===== config.mk =====
export PLATFORM = sky130hd
export DESIGN_NAME = snitch_icache_lookup_sched
export DESIGN_NICKNAME = d
export VERILOG_FILES = /design/src/rtl/snitch_icache_lookup_sched.sv
export SDC_FILE = /design/constraint.sdc
export NUM_CORES = 1
export LEC_CHECK = 0
export ABC_AREA = 1
export BUFFER_PORTS_ARGS = -buffer_cell sky130_fd_sc_hd__buf_2
export CAP_MARGIN = 20
export CORE_AREA = 3 3 182 184
export DETAILED_ROUTE_END_ITERATION = 12
export DIE_AREA = 0 0 185 187
export GPL_ROUTABILITY_DRIVEN = 0
export HOLD_SLACK_MARGIN = 0.1
export PLACE_DENSITY = 0.36
export SYNTH_ARGS = -nofsm -noshare
export SYNTH_HDL_FRONTEND = slang
export SYNTH_SLANG_ARGS = --single-unit

===== constraint.sdc =====
create_clock -name clk_i -period 2.8 [get_ports clk_i]
set_input_delay 0.42 -clock clk_i [delete_from_list [all_inputs] [get_ports clk_i]]
set_output_delay 0.42 -clock clk_i [all_outputs]
set_load 0.02 [all_outputs]

===== src/rtl/snitch_icache_lookup_sched.sv =====
// Lookup request scheduler: locked round-robin arbitration onto the serial lookup
// port, tag-based response routing, inflight bounding and flush sequencing.
module snitch_icache_lookup_sched #(
  parameter int unsigned NR_REQ       = 4,
  parameter int unsigned FETCH_AW     = 32,
  parameter int unsigned ID_WIDTH     = 2,
  parameter int unsigned LINE_WIDTH   = 128,
  parameter int unsigned MAX_INFLIGHT = 4,
  localparam int unsigned IdxW  = $clog2(NR_REQ),
  localparam int unsigned LkIdW = ID_WIDTH + IdxW,
  localparam int unsigned CntW  = $clog2(MAX_INFLIGHT + 1)
) (
  input  logic                               clk_i,
  input  logic                               rst_ni,
  input  logic [NR_REQ-1:0][FETCH_AW-1:0]    req_addr_i,
  input  logic [NR_REQ-1:0][ID_WIDTH-1:0]    req_id_i,
  input  logic [NR_REQ-1:0]                  req_valid_i,
  output logic [NR_REQ-1:0]                  req_ready_o,
  output logic [LINE_WIDTH-1:0]              rsp_data_o,
  output logic                               rsp_hit_o,
  output logic                               rsp_error_o,
  output logic [ID_WIDTH-1:0]                rsp_id_o,
  output logic [NR_REQ-1:0]                  rsp_valid_o,
  input  logic [NR_REQ-1:0]                  rsp_ready_i,
  output logic [FETCH_AW-1:0]                lk_addr_o,
  output logic [LkIdW-1:0]                   lk_id_o,
  output logic                               lk_valid_o,
  input  logic                               lk_ready_i,
  input  logic [LINE_WIDTH-1:0]              lk_data_i,
  input  logic                               lk_hit_i,
  input  logic                               lk_error_i,
  input  logic [LkIdW-1:0]                   lk_id_i,
  input  logic                               lk_valid_i,
  output logic                               lk_ready_o,
  input  logic                               flush_valid_i,
  output logic                               flush_ready_o,
  output logic                               lk_flush_valid_o,
  input  logic                               lk_flush_ready_i,
  output logic                               busy_o
);

  typedef enum logic [1:0] {StRun, StDrain, StFlush} state_e;

  state_e            state_q, state_d;
  logic [IdxW-1:0]   rr_q, gnt_q, gnt_idx, idx;
  logic              lock_q;
  logic [CntW-1:0]   cnt_q, cnt_d;
  logic [NR_REQ-1:0] elig;
  logic              any_elig, req_hs, rsp_hs, sel_legal;
  logic [IdxW-1:0]   sel;

  // Grant selection: held grant while locked, else first eligible at/after rr_q
  always_comb begin
    elig     = req_valid_i & {NR_REQ{cnt_q < CntW'(MAX_INFLIGHT)}};
    gnt_idx  = gnt_q;
    any_elig = 1'b0;
    idx      = '0;
    if (lock_q) begin
      any_elig = req_valid_i[gnt_q];
    end else begin
      for (int unsigned k = 0; k < NR_REQ; k++) begin
        idx = IdxW'((32'(rr_q) + k) % NR_REQ);
        if (!any_elig && elig[idx]) begin
          any_elig = 1'b1;
          gnt_idx  = idx;
        end
      end
    end
  end

  assign lk_addr_o = req_addr_i[gnt_idx];
  assign lk_id_o   = {gnt_idx, req_id_i[gnt_idx]};

  // Response routing by the requester index carried in the upper ID bits
  assign sel         = lk_id_i[LkIdW-1:ID_WIDTH];
  assign sel_legal   = 32'(sel) < NR_REQ;
  assign rsp_id_o    = lk_id_i[ID_WIDTH-1:0];
  assign rsp_data_o  = lk_data_i;
  assign rsp_hit_o   = lk_hit_i;
  assign rsp_error_o = lk_error_i;
  assign lk_ready_o  = sel_legal ? rsp_ready_i[sel] : 1'b1;

  always_comb begin
    rsp_valid_o = '0;
    for (int unsigned i = 0; i < NR_REQ; i++) begin
      rsp_valid_o[i] = lk_valid_i & sel_legal & (sel == IdxW'(i));
    end
  end

  assign req_hs = lk_valid_o & lk_ready_i;
  assign rsp_hs = lk_valid_i & lk_ready_o;

  always_comb begin
    cnt_d = cnt_q;
    if (req_hs && !rsp_hs && cnt_q != CntW'(MAX_INFLIGHT)) begin
      cnt_d = cnt_q + CntW'(1);
    end else if (!req_hs && rsp_hs && cnt_q != '0) begin
      cnt_d = cnt_q - CntW'(1);
    end
  end

  assign busy_o = (state_q != StRun) || (cnt_q != '0);

  // Arbitration bookkeeping
  always_ff @(posedge clk_i or negedge rst_ni) begin
    if (!rst_ni) begin
      rr_q   <= '0;
      gnt_q  <= '0;
      lock_q <= 1'b0;
      cnt_q  <= '0;
    end else begin
      cnt_q  <= cnt_d;
      gnt_q  <= gnt_idx;
      lock_q <= lk_valid_o & ~lk_ready_i;
      if (req_hs) rr_q <= IdxW'((32'(gnt_idx) + 32'd1) % NR_REQ);
    end
  end

  // Flush FSM: state register
  always_ff @(posedge clk_i or negedge rst_ni) begin
    if (!rst_ni) state_q <= StRun;
    else         state_q <= state_d;
  end

  // Flush FSM: next state; a pending locked handshake defers the drain
  always_comb begin
    state_d = state_q;
    unique case (state_q)
      StRun:   if (flush_valid_i && !lock_q) state_d = StDrain;
      StDrain: if (cnt_d == '0)              state_d = StFlush;
      StFlush: if (lk_flush_ready_i)         state_d = StRun;
      default: state_d = StRun;
    endcase
  end

  // Flush FSM: outputs
  always_comb begin
    lk_valid_o       = 1'b0;
    req_ready_o      = '0;
    lk_flush_valid_o = 1'b0;
    flush_ready_o    = 1'b0;
    unique case (state_q)
      StRun: begin
        lk_valid_o           = any_elig;
        req_ready_o[gnt_idx] = any_elig & lk_ready_i;
      end
      StFlush: begin
        lk_flush_valid_o = 1'b1;
        flush_ready_o    = lk_flush_ready_i;
      end
      default: ;
    endcase
  end

`ifndef SYNTHESIS
  a_sel_legal: assert property (@(posedge clk_i) disable iff (!rst_ni)
    lk_valid_i |-> sel_legal)
    else $error("lookup response carries an out-of-range requester index");
  a_no_underflow: assert property (@(posedge clk_i) disable iff (!rst_ni)
    rsp_hs |-> (cnt_q != '0))
    else $error("lookup response with no lookup outstanding");
`endif

endmodule

==> flow_summary.json <==
{
  "status": "finished with violations",
  "violations": "negative setup slack",
  "wl_per_cell_um": 15.6,
  "grt_util_all_layers": 0.0855,
  "whs_path_depth": 2,
  "dr.pass1.iters": 4,
  "synth_ff_type": "dfrtp_1",
  "drv_cap": 0,
  "worst_slew_pin_slew_ns": 0.407,
  "min_from": "lk_ready_i",
  "synth_async_sr_flop_share": 1.00,
  "relSlewSlack": 0.728,
  "cts_sinks": 10,
  "rrSetupSlack_ns": 0.43,
  "cpPeakStageDelay_ns": 0.42,
  "synth_xor_xnor_area_share": 0.00964,
  "synth_seq_area_share": 0.0689,
  "synth_commonest_cells": "nand2_1, buf_4, inv_1, nand3_1, nand3b_1",
  "met1_length_um": 6290,
  "leakage_nw": 2.76,
  "fmax_mhz": 346,
  "grt-ovfl-total": 0,
  "cp_cell_sequence": "clkbuf_2, o21ai_1, nand3_1, o21ai_2, inv_2, a21boi_4, nand2_1, o21ai_1, nand2_1, nand2_4, nand2_8, buf_12, ha_4, inv_1, nor2_1, buf_4",
  "holdCritPathClass": "primary input to flop",
  "crit_family": "simple AND/OR/NAND/NOR gates",
  "first_global_vias": 3995,
  "cts_tree": "yes",
  "synthCells": 630,
  "rsz0062_at_grt": "yes",
  "port_buffers": 200,
  "synth-compound-area-share": 0.0234,
  "yosys.area.top_type": "buf_4",
  "path_max_fanout": 7,
  "grt_max_degree": 45,
  "clkLatencyLatePin_ns": 0.24,
  "die_h_um": 187,
  "coreArea_mm2": 0.0316,
  "skew_ns": 0.00392,
  "placedInstanceArea_mm2": 0.00419,
  "r2r-end": "state_q[0]",
  "synth_nets": 921,
  "drc": 0,
  "synth_top_family_by_area": "simple AND/OR/NAND/NOR gates",
  "drt_iter0_markers": 167,
  "synth_top_area_frac": 0.275,
  "hold_path_end": "lock_q",
  "synth_area_mm2": 0.00363,
  "start_util": 0.115,
  "cts_buffer_depth": 2,
  "vias": 4152,
  "wl_met2_um": 8690,
  "ioPinCount": 465,
  "p_comb_frac": 0.945,
  "setup_viol": 38,
  "die_area_mm2": 0.0346,
  "yosysMostFrequentCell": "nand2_1",
  "ir_drop_v": 0.000700,
  "seq_power_share": 0.028,
  "synth.avg_cell_area_um2": 5.77,
  "power.net_switching_mw": 6.00,
  "switching_share": 0.560,
  "synthAdderAreaFrac": 0.0241,
  "drt_wl_total_um": 17300,
  "min_period_ns": 2.89,
  "yosysWarnings": 0,
  "crit_type": "flop to output pin",
  "cp.required_ns": 2.38,
  "setup_ws_ns": -0.0942,
  "wl_met3_um": 1540,
  "slowest_stage": "dfrtp_2",
  "power.density_mw_per_mm2": 2110,
  "syn_to_final_growth_pct": 39.8,
  "ant_nets": 0,
  "synth-seq-cells": 10,
  "synth_edf_count": 0,
  "highest_layer": "met5",
  "hpwl_um": 13000,
  "synth.area.top_cells": "buf_4, nand2_1, nand3b_1, nand3_1, inv_1",
  "antenna_found_initial": 2,
  "intPower_mw": 4.72,
  "cts_buffers": 3,
  "grt_pass1_wl_um": 22900,
  "stdcell_area_mm2": 0.00508,
  "cts_max_level": 1,
  "fp.dieW_um": 185,
  "ys_types": 28,
  "clockPowerShare": 0.027,
  "finalCritPeriodShare": 1.03,
  "place_ws_ns": 0.0267,
  "fill_cells": 3712,
  "vias_per_cell": 3.74,
  "critPathArrivalTime_ns": 2.47,
  "ff2ff_path_depth": 17,
  "slew_violations": 0,
  "reg2reg_from": "rr_q[0]",
  "crit_buf_inv": 5,
  "fin_nets": 999,
  "synthMuxAreaShare": 0,
  "clock_tree.root_cell": "clkbuf_16",
  "cp-end-kind": "output pin",
  "clk_transition_reported_paths_ns": 0.04,
  "drive_gt1_frac": 0.467,
  "start_kind": "flop",
  "synth_simple_gate_area_frac": 0.456,
  "hold_viol": 0,
  "rows": 65
}
==> routing by layer <==
layer,vias up,track usage
met3,88,0.0245
met5,-,0
met1,1888,0.0891
met2,199,0.157
li1,1975,-
met4,2,0.0390
==> registers in the layout, indices dropped and copies added, names as in the netlist <==
signal,flops
gnt_q,2
state_q,2
lock_q,1
rr_q,2
cnt_q,3
==> power groups by stage <==
stage          logic [mW]  registers (mW)  clock network (mW)
6_report             10.1           0.304               0.287
5_1_grt              11.0           0.316               0.306
4_1_cts              8.19           0.318               0.295
3_5_place_dp         7.25           0.315                   0
3_3_place_gp         7.27           0.315                   0
2_1_floorplan        4.93           0.265                   0
==> what timing repair did <==
item | in CTS | in global routing
setup endpoints to repair | 38 | 39
hold endpoints to repair | 10 | 0
hold buffers | 1 | 0
pin swaps | 4 | 22
setup buffers | 7 | 5
gates cloned | 2 | 7
gates resized for setup | 39 | 111
==> through the flow <==
stage | utilization | setup TNS (ns) | power (mW) | cells | hold slack [ns]
global route | 0.161 | -10.79 | 11.7 | 1110 | 0.352
floorplan | - | 0 | 5.20 | 630 | 0.124
global placement | 0.133 | -0.0149 | 7.58 | 1083 | 0.317
detailed placement | 0.133 | 0 | 7.56 | 1083 | 0.317
CTS | 0.143 | -1.27 | 8.81 | 1097 | 0.352
finish | 0.161 | -1.64 | 10.7 | 1110 | 0.354
==> cells by family (layout without fill, tap and decap cells) <==
| logic type | Yosys count | count (layout) |
|---|---|---|
| AOI/OAI and AO/OA | 14 | 14 |
| xor gates and xnor gates | 4 | 4 |
| adders and majority gates | 7 | 7 |
| buffers and inverters | 259 | 335 |
| DFF | 10 | 10 |
| other | 0 | 1 |
| and+or+nand+nor | 336 | 337 |
==> layout by cell type, fill, tap and decap left out, types with 2 or more instances in the layout <==
cell type	count
dfrtp_1	9
inv_2	3
inv_4	4
nor3_1	5
nand3_2	28
nand2_1	115
buf_2	171
xnor2_1	2
clkbuf_16	6
a21oi_1	3
buf_16	4
ha_4	2
nand3_1	53
nor2_1	13
o21ai_1	2
nand2_2	44
buf_6	27
xor2_1	2
buf_12	7
o21ai_0	4
nand2_4	5
inv_1	91
buf_4	19
nand4_1	2
nand3b_1	69
ha_1	5
==> how the worst max path moves through the flow <==
stage / startpoint / endpoint / slack (ns) / cells after the start
6_report: rr_q[0] / req_ready_o[2] / -0.09 / 16
4_1_cts: cnt_q[2] / lk_addr_o[16] / -0.09 / 17
2_1_floorplan: cnt_q[2] / req_ready_o[1] / 0.09 / 18
3_5_place_dp: rr_q[0] / lk_addr_o[31] / 0.03 / 15
5_1_grt: cnt_q[2] / req_ready_o[2] / -0.34 / 17
3_3_place_gp: rr_q[0] / lk_addr_o[31] / -0.01 / 15
==> layout make-up <==
class,count,area (um^2),area share
multi-input combinational,362,2210,0.436
timing repair buffer,233,1640,0.323
tap,402,503,0.0990
inverter,98,378,0.0744
sequential,10,251,0.0495
clock buffer,4,88.8,0.0175
antenna,1,2.50,0.000492
Power figures use the tool's default switching activity.
